File: config.mk
export PLATFORM = sky130hd
export DESIGN_NAME = cnn_host_ctrl
export DESIGN_NICKNAME = d
export VERILOG_FILES = /design/src/rtl/cnn_host_pkg.sv /design/src/rtl/cnn_host_unpack.sv /design/src/rtl/cnn_host_ctrl.sv
export SDC_FILE = /design/constraint.sdc
export NUM_CORES = 1
export LEC_CHECK = 0
export ABC_AREA = 1
export CAP_MARGIN = 20
export CELL_PAD_IN_SITES_DETAIL_PLACEMENT = 1
export CELL_PAD_IN_SITES_GLOBAL_PLACEMENT = 2
export CORE_MARGIN = 2
export CORE_UTILIZATION = 32
export DETAILED_ROUTE_END_ITERATION = 10
export PLACE_DENSITY = 0.95
export SLEW_MARGIN = 20
export SYNTH_ARGS = -nofsm -noshare
export SYNTH_HDL_FRONTEND = slang
export SYNTH_SLANG_ARGS = --single-unit
File: constraint.sdc
create_clock -name clk -period 13.01 [get_ports clk]
set_input_delay 2.602 -clock clk [delete_from_list [all_inputs] [get_ports clk]]
set_output_delay 2.602 -clock clk [all_outputs]
set_load 0.02 [all_outputs]
File: src/rtl/cnn_host_pkg.sv
// Shared definitions for the CNN host controller: FSM states, word geometry
// and the helpers that split a byte length into whole and trailing words.
package cnn_host_pkg;

    localparam int BYTES_PER_WORD = 4;

    typedef enum logic [2:0] {
        LOAD,
        KICK,
        WAIT,
        RD_REQ,
        RD_CAP,
        EMIT
    } state_t;

    function automatic int word_count(input int len);
        return (len + BYTES_PER_WORD - 1) / BYTES_PER_WORD;
    endfunction

    // Bytes carried by the final (possibly partial) word of a len-byte block.
    function automatic int tail_bytes(input int len);
        return len - BYTES_PER_WORD * (word_count(len) - 1);
    endfunction

endpackage

File: src/rtl/cnn_host_unpack.sv
// Holds one TEMP word and streams its bytes out LSB first over valid/ready,
// flagging the final byte of the final word.
module cnn_host_unpack
    import cnn_host_pkg::*;
#(
    parameter int LAST_BYTES = 4
) (
    input  logic        clk,
    input  logic        rst,
    input  logic        cap,
    input  logic        cap_last,
    input  logic [31:0] din,
    output logic        out_valid,
    output logic [7:0]  out_data,
    output logic        out_last,
    input  logic        out_ready,
    output logic        word_done
);

    logic [31:0] word_q;
    logic [1:0]  idx;
    logic        last_word;
    logic [1:0]  final_idx;
    logic [1:0]  nxt_idx;

    assign final_idx = last_word ? 2'(LAST_BYTES - 1) : 2'(BYTES_PER_WORD - 1);
    assign nxt_idx   = idx + 2'd1;
    assign word_done = out_valid && out_ready && (idx == final_idx);

    always_ff @(posedge clk or posedge rst) begin
        if (rst) begin
            word_q    <= '0;
            idx       <= '0;
            last_word <= 1'b0;
            out_valid <= 1'b0;
            out_data  <= '0;
            out_last  <= 1'b0;
        end else if (cap) begin
            word_q    <= din;
            idx       <= '0;
            last_word <= cap_last;
            out_valid <= 1'b1;
            out_data  <= din[7:0];
            out_last  <= cap_last && (LAST_BYTES == 1);
        end else if (out_valid && out_ready) begin
            if (idx == final_idx) begin
                out_valid <= 1'b0;
                out_last  <= 1'b0;
            end else begin
                idx      <= nxt_idx;
                out_data <= word_q[{nxt_idx, 3'b000} +: 8];
                out_last <= last_word && (nxt_idx == final_idx);
            end
        end
    end

endmodule

File: src/rtl/cnn_host_ctrl.sv
// Host-side controller: packs the image byte stream into IF BRAM words, kicks
// the accelerator, then streams the TEMP result region back out byte by byte.
module cnn_host_ctrl
    import cnn_host_pkg::*;
#(
    parameter int unsigned       IMG_LEN  = 1024,
    parameter int unsigned       RES_LEN  = 294,
    parameter int unsigned       ADDR_W   = 32,
    parameter logic [ADDR_W-1:0] IF_BASE  = '0,
    parameter logic [ADDR_W-1:0] RES_BASE = '0
) (
    input  logic              clk,
    input  logic              rst,
    input  logic              in_valid,
    input  logic [7:0]        in_data,
    output logic              in_ready,
    output logic              out_valid,
    output logic [7:0]        out_data,
    output logic              out_last,
    input  logic              out_ready,
    output logic              cnn_start,
    input  logic              cnn_done,
    output logic              busy,
    output logic [ADDR_W-1:0] BRAM_IF_ADDR,
    output logic [31:0]       BRAM_IF_DIN,
    output logic [3:0]        BRAM_IF_WE,
    output logic              BRAM_IF_EN,
    output logic [ADDR_W-1:0] BRAM_TEMP_ADDR,
    output logic [3:0]        BRAM_TEMP_WE,
    input  logic [31:0]       BRAM_TEMP_DOUT,
    output logic              BRAM_TEMP_EN
);

    localparam int IN_W       = $clog2(IMG_LEN + 1);
    localparam int RD_WORDS   = word_count(RES_LEN);
    localparam int RD_W       = $clog2(RD_WORDS + 1);
    localparam int LAST_BYTES = tail_bytes(RES_LEN);

    state_t            state;
    logic [IN_W-1:0]   in_cnt;
    logic [RD_W-1:0]   rd_word;
    logic [RD_W-1:0]   rd_word_nxt;
    logic [31:0]       pack_data;
    logic [31:0]       nxt_data;
    logic [3:0]        pack_we;
    logic [3:0]        nxt_we;
    logic [1:0]        lane;
    logic              accept;
    logic              last_byte;
    logic              word_full;
    logic              last_rd;
    logic              word_done;
    logic [ADDR_W-1:0] if_addr_nxt;
    logic [ADDR_W-1:0] rd_addr_nxt;

    assign lane        = in_cnt[1:0];
    assign accept      = in_valid && in_ready && (state == LOAD);
    assign last_byte   = (in_cnt == IN_W'(IMG_LEN - 1));
    assign word_full   = (lane == 2'd3) || last_byte;
    assign last_rd     = (rd_word == RD_W'(RD_WORDS - 1));
    assign rd_word_nxt = rd_word + RD_W'(1);
    assign if_addr_nxt = IF_BASE + (ADDR_W'(in_cnt >> 2) << 2);
    assign rd_addr_nxt = RES_BASE + (ADDR_W'(rd_word_nxt) << 2);

    assign BRAM_TEMP_WE = 4'b0000;

    // Current partial word with the incoming byte merged into its lane.
    always_comb begin
        nxt_data = pack_data;
        nxt_we   = pack_we;
        nxt_data[{lane, 3'b000} +: 8] = in_data;
        nxt_we[lane] = 1'b1;
    end

    // NOTE: strobes get a default of 0 at the top of the clocked block and are
    // raised by later non-blocking assignments, so each one lasts exactly one cycle.
    always_ff @(posedge clk or posedge rst) begin
        if (rst) begin
            state          <= LOAD;
            in_cnt         <= '0;
            rd_word        <= '0;
            pack_data      <= '0;
            pack_we        <= '0;
            in_ready       <= 1'b0;
            busy           <= 1'b0;
            cnn_start      <= 1'b0;
            BRAM_IF_ADDR   <= IF_BASE;
            BRAM_IF_DIN    <= '0;
            BRAM_IF_WE     <= '0;
            BRAM_IF_EN     <= 1'b0;
            BRAM_TEMP_ADDR <= RES_BASE;
            BRAM_TEMP_EN   <= 1'b0;
        end else begin
            BRAM_IF_EN   <= 1'b0;
            BRAM_IF_WE   <= '0;
            BRAM_TEMP_EN <= 1'b0;
            cnn_start    <= 1'b0;

            unique case (state)
                LOAD: begin
                    in_ready <= 1'b1;
                    if (accept) begin
                        busy   <= 1'b1;
                        in_cnt <= in_cnt + IN_W'(1);
                        if (word_full) begin
                            BRAM_IF_EN   <= 1'b1;
                            BRAM_IF_ADDR <= if_addr_nxt;
                            BRAM_IF_DIN  <= nxt_data;
                            BRAM_IF_WE   <= nxt_we;
                            pack_data    <= '0;
                            pack_we      <= '0;
                        end else begin
                            pack_data <= nxt_data;
                            pack_we   <= nxt_we;
                        end
                        if (last_byte) begin
                            in_ready <= 1'b0;
                            state    <= KICK;
                        end
                    end
                end
                KICK: begin
                    cnn_start <= 1'b1;
                    state     <= WAIT;
                end
                WAIT: begin
                    if (cnn_done) begin
                        BRAM_TEMP_EN   <= 1'b1;
                        BRAM_TEMP_ADDR <= RES_BASE;
                        state          <= RD_REQ;
                    end
                end
                RD_REQ: state <= RD_CAP;
                RD_CAP: state <= EMIT;
                EMIT: begin
                    if (word_done) begin
                        if (last_rd) begin
                            state    <= LOAD;
                            in_ready <= 1'b1;
                            busy     <= 1'b0;
                            in_cnt   <= '0;
                            rd_word  <= '0;
                        end else begin
                            rd_word        <= rd_word_nxt;
                            BRAM_TEMP_EN   <= 1'b1;
                            BRAM_TEMP_ADDR <= rd_addr_nxt;
                            state          <= RD_REQ;
                        end
                    end
                end
                default: state <= LOAD;
            endcase
        end
    end

    // Read data arrives one cycle after the request, i.e. while in RD_CAP.
    cnn_host_unpack #(
        .LAST_BYTES(LAST_BYTES)
    ) u_unpack (
        .clk       (clk),
        .rst       (rst),
        .cap       (state == RD_CAP),
        .cap_last  (last_rd),
        .din       (BRAM_TEMP_DOUT),
        .out_valid (out_valid),
        .out_data  (out_data),
        .out_last  (out_last),
        .out_ready (out_ready),
        .word_done (word_done)
    );

endmodule
# Yosys cells after proc, flatten, opt, wreduce, memory -nomap -nowiden
# Index checks and enable logic that the tools add are counted.
# classes
n_bitwise	1
n_addsub	4
magnitude_cmp	2
n_reduce_logical	21
mux	53
shift	3
n_eq_ne	17
# op_table
operator	n
32-bit 2-to-1 mux	4
32-bit case mux with 2 select lines	1
11-bit 2-to-1 mux	3
32-bit bitwise mux	1
8-bit by 7-bit variable shift with 32-bit output (first input constant)	1
32-bit by 6-bit indexed part select with 8-bit output	1
8-bit by 7-bit indexed part select with 32-bit output	1
8-bit 2-to-1 mux	3
11-bit case mux with 2 select lines	1
1-bit 2-to-1 mux	21
3-bit case mux with 6 select lines	1
4-bit 2-to-1 mux	4
3-bit 2-to-1 mux	4
4-bit AND reduction	3
11-bit by 1-bit adder with 11-bit output (second input constant)	1
11-bit by 10-bit == test with 1-bit output (second input constant)	1
2-bit 2-to-1 mux	5
2-bit != test (second input constant)	4
2-bit AND reduction	4
2-bit nonzero test	4
7-bit by 1-bit adder with 7-bit output (second input constant)	1
7-bit == test (second input constant)	1
7-bit 2-to-1 mux	1
5-bit negation with 7-bit output	1
16 further kinds	29
# word_totals
inputBits	45
reg_bits	184

# Logic depth before layout (Yosys ltp)
# depth
ltp_word	8
ltp_mapped	10
mapped_depth_nobuf	9

# Hierarchy
# From an unflattened synthesis, not the netlist that was laid out.
# hier_totals
cells_unflattened	953
hier_area_um2	7628.6
# modules_own_cells
mod	area_each_um2	cells_each	n_inst	seq_area_each_um2
cnn_host_ctrl	5540.3	688	1	2827.7
cnn_host_unpack	2088.3	265	1	1126.1

# Least setup slack after synthesis
# Ideal clock, no wire load.
# synth_timing
path_type	input-to-reg
startpoint	in out_ready
endpoint	reg busy
path_buffers	1
setup_time_ns	0.130
t_required_ns	12.880
setup_slack_ns	9.481
path_stages	8
arrival_ns	3.399
cell_sequence	nand2_1 -> inv_1 -> nand3_1 -> nand2_1 -> nand2_2 -> buf_6 -> o21bai_1 -> nand2_1
# synth_via
elab_chain_cells	4
# synth_lines
element	line_no	rtl
start: declaration	cnn_host_ctrl.sv:20	input logic out_ready,
1-bit logical AND (2 in a row)	cnn_host_unpack.sv:28	assign word_done = out_valid && out_ready && (idx == final_idx);
2-bit by 1-bit != test with 1-bit output (no source line)	--	
4-bit AND reduction (no source line)	--	
end signal: assignment	cnn_host_ctrl.sv:85	busy <= 1'b0;
end signal: assignment	cnn_host_ctrl.sv:103	busy <= 1'b1;
end signal: assignment	cnn_host_ctrl.sv:140	busy <= 1'b0;
end: declaration	cnn_host_ctrl.sv:23	output logic busy,
# No other way between the ends.
# A chain may end at the register's enable or synchronous reset.

# Worst setup path in the final report
# layout_timing
startpoint	in in_valid
endpoint	reg pack_we[2]
# layout_via
elab_chain_cells	3
# layout_lines
element	line_no	rtl
start: declaration	cnn_host_ctrl.sv:14	input logic in_valid,
1-bit logical AND (2 in a row)	cnn_host_ctrl.sv:57	assign accept = in_valid && in_ready && (state == LOAD);
2-bit AND reduction (no source line)	--	
end signal: assignment	cnn_host_ctrl.sv:114	pack_we <= nxt_we;
end: declaration	cnn_host_ctrl.sv:45	logic [3:0] pack_we;
# No other way between the ends.

==> reports/results.tsv <==
metric	value	unit
Reg clk slew, reported paths	0.06	ns
WS Path Type	in -> reg	
DR iter-0 viols	270	
Clock power frac	0.261	
hold buffers post-CTS	0	
Max Slew Vio Count	0	
CP arrival	5.18	ns
Non-Filler Instances	1334	
global route total overflow	0	
Seq/Total Area, Yosys	0.526	
fraction of layout cells with a size suffix above 1	0.0463	
Final ANT Viol Nets	0	
Worst-Margin Slew	0.967	ns
Mean Syn Cell Area	8.35	um^2
Critical Path Fanout Max	71	
Post-synth top flop	dfrtp_1	
largest net degree at the start of global routing	84	
met1 GRT Util	0.217	
final setup fails	0	
Nets	1056	
net switching power	815	uW
Die ar.	24800	um^2
chip width	157	um
unrepaired setup endpoints after global routing	no	
grt met3 use	0.0300	
initial antenna violation count	0	
wire length of the first global-routing pass	33100	um
Synth top cells by count	311 x nand2_1, 158 x dfrtp_1, 80 x inv_1	
Num CTS Buffers	17	
Layout area overhead	23.8	%
Inst Count DP	1302	
Post-synth EDFFs	0	
DR vias	6097	
Setup crit start kind	primary input	
top cells by area, synth	dfrtp_1 53%, nand2_1 16%, buf_4 5.4%	
Max VDD drop	0.0943	mV
post-route minimum period	4.87	ns
Residual DRC	0	
global routing's busiest layer	met2	
First-pass DRT Iterations	4	
max-cap violations	0	
status	finished clean	
Die Ht	157	um
number of global-route vias before repair	6448	
mapped cell area	7520	um^2
CTS max path bufs	2	
root buffer cell	clkbuf_16	
Fmax	205	MHz
post-CTS setup buffers	0	
Synth cell types	34	
ys async rst share	1.00	
Site Rows	56	
Comb power frac	0.377	
#FFs+latches synth	158	
Internal	1.25	mW
power per cell area	221	nW/um^2
M2 GR Usage	0.292	
drt wl/cell	15.1	um
warnings from Yosys	0	
nature of the critical path endpoint	register	
Hold WC Path Type	reg -> reg	
switching share of power	0.395	
DR vias/cell	4.57	
count leader, synth	nand2_1	
Setup TNS	0	ns
Cells after Synth	901	
Req. time, crit path	13.32	ns
area leader, netlist	dfrtp_1	
H-tree depth	4	
Seq pwr share	0.362	
GRT Total Usage	0.169	
CTS tree	done	
final period utilization	0.374	
number of antenna diodes	0	
clock sinks	158	
Initial Util	0.323	
Clock Skew	0.0109	ns
Fillers	2802	
gpl congestion	0.771	
post-cts resize count	0	
total wire length	20100	um
leakage power	4.52	nW
number of port buffers	111	
worst-skew pair later-pin latency	0.43	ns
Ports	164	
slew margin rel.	0.355	
placed wire-length estimate	13800	um
Core Region	23300	um^2
endpoints failing hold	0	
top cell type's share of synthesized area	0.526	
## power by group through the flow
stage	Clock, mW	Combinational, mW	Sequential [mW]
6_report	0.538	0.777	0.747
5_1_grt	0.571	0.879	0.768
4_1_cts	0.551	0.792	0.749
3_5_place_dp	0	0.781	0.752
3_3_place_gp	0	0.759	0.748
2_1_floorplan	0	0.484	0.786
## per-stage QoR
| stage | hold WS, ns | power, mW | util | instance area [um^2] | setup slack, ns |
|---|---|---|---|---|---|
| floorplan | 0.449 | 1.27 | - | 7710 | 6.14 |
| global placement | 0.461 | 1.51 | 0.373 | 8690 | 8.17 |
| detailed placement | 0.470 | 1.53 | 0.373 | 8690 | 8.09 |
| CTS | 0.486 | 2.09 | 0.400 | 9310 | 8.48 |
| global route | 0.508 | 2.22 | 0.400 | 9310 | 7.87 |
| finish | 0.481 | 2.06 | 0.400 | 9310 | 8.14 |
## kinds of logic (layout without fill, tap and decap cells)
kind of cell	after synthesis	count (layout)	synth area share
compound gates	143	143	0.108
xor+xnor	6	6	0.00698
fa+ha+maj	9	9	0.0150
buf+inv	169	232	0.119
flops	158	158	0.526
other cells	1	52	0.000498
simple gates	415	415	0.225
## flip-flops by register name, indices dropped and copies added, names as in the netlist, 2 cells and up
register and flops:
in_cnt 11, u_unpack.idx 2, rd_word 7, BRAM_IF_WE 4, pack_we 3, BRAM_TEMP_ADDR 7, u_unpack.word_q 32, BRAM_IF_DIN 32
state 3, u_unpack.out_data 8, BRAM_IF_ADDR 9, pack_data 32
## final timing paths
| check | from | end | slack [ns] | cells after the start |
|---|---|---|---|---|
| worst max-delay path | in_valid | pack_we[2] | 8.14 | 6 |
| worst min register to register | BRAM_IF_DIN[20] | BRAM_IF_DIN[20] | 0.48 | 2 |
| worst max register to register | state[1] | pack_we[2] | 10.06 | 8 |
| worst min-delay path | BRAM_IF_DIN[20] | BRAM_IF_DIN[20] | 0.48 | 2 |
| max in group asynchronous | rst | in_cnt[0] | 8.82 | 3 |
| min in group asynchronous | rst | BRAM_TEMP_ADDR[8] | 2.69 | 2 |
## per-layer routing
layer  routed length [um]  part of all wire
met4                  223             0.011
met1                 9080              0.45
met3                  855             0.042
met2                 9980              0.50
met5                    0                 0
## cells in the final DEF, fill, tap and decap left out, types with 2 or more instances in the layout
| cell type | netlist | final |
|---|---|---|
| nor2_1 | 42 | 41 |
| clkinvlp_4 | 0 | 2 |
| bufinv_16 | 0 | 4 |
| nand3_1 | 44 | 44 |
| o21ai_1 | 42 | 42 |
| dfrtp_1 | 158 | 158 |
| ha_1 | 9 | 9 |
| clkbuf_8 | 0 | 2 |
| nor2_4 | 3 | 3 |
| a21oi_1 | 6 | 6 |
| conb_1 | 1 | 52 |
| nand4_1 | 6 | 6 |
| clkbuf_1 | 6 | 4 |
| buf_4 | 54 | 3 |
| inv_1 | 80 | 79 |
| o21bai_1 | 12 | 12 |
| o21ai_0 | 43 | 43 |
| clkbuf_16 | 0 | 17 |
| a22oi_1 | 12 | 12 |
| inv_2 | 3 | 2 |
| clkinv_2 | 1 | 3 |
| nand2_2 | 2 | 2 |
| xor2_1 | 6 | 6 |
| clkdlybuf4s50_1 | 0 | 111 |
| inv_6 | 0 | 2 |
| o22ai_1 | 26 | 26 |
| nand2_1 | 311 | 311 |
## worst max-delay path, stage by stage
cell	delay [ns]
clkdlybuf4s50_1	0.53
nand3_4	0.24
nor2_4	0.45
clkinv_2	0.87
o21ai_0	0.37
nor2_1	0.08
## area by class of cell
type | instances | area, um^2 | share of cell area
Inverter | 86 | 333 | 0.0357
Clock inverter | 9 | 158 | 0.0169
Sequential cell | 158 | 3950 | 0.425
Tap cell | 319 | 399 | 0.0429
Clock buffer | 23 | 468 | 0.0502
Timing Repair Buffer | 114 | 1130 | 0.122
Multi-Input combinational cell | 625 | 2870 | 0.308
Note: power is estimated with default switching activity, not from simulation.
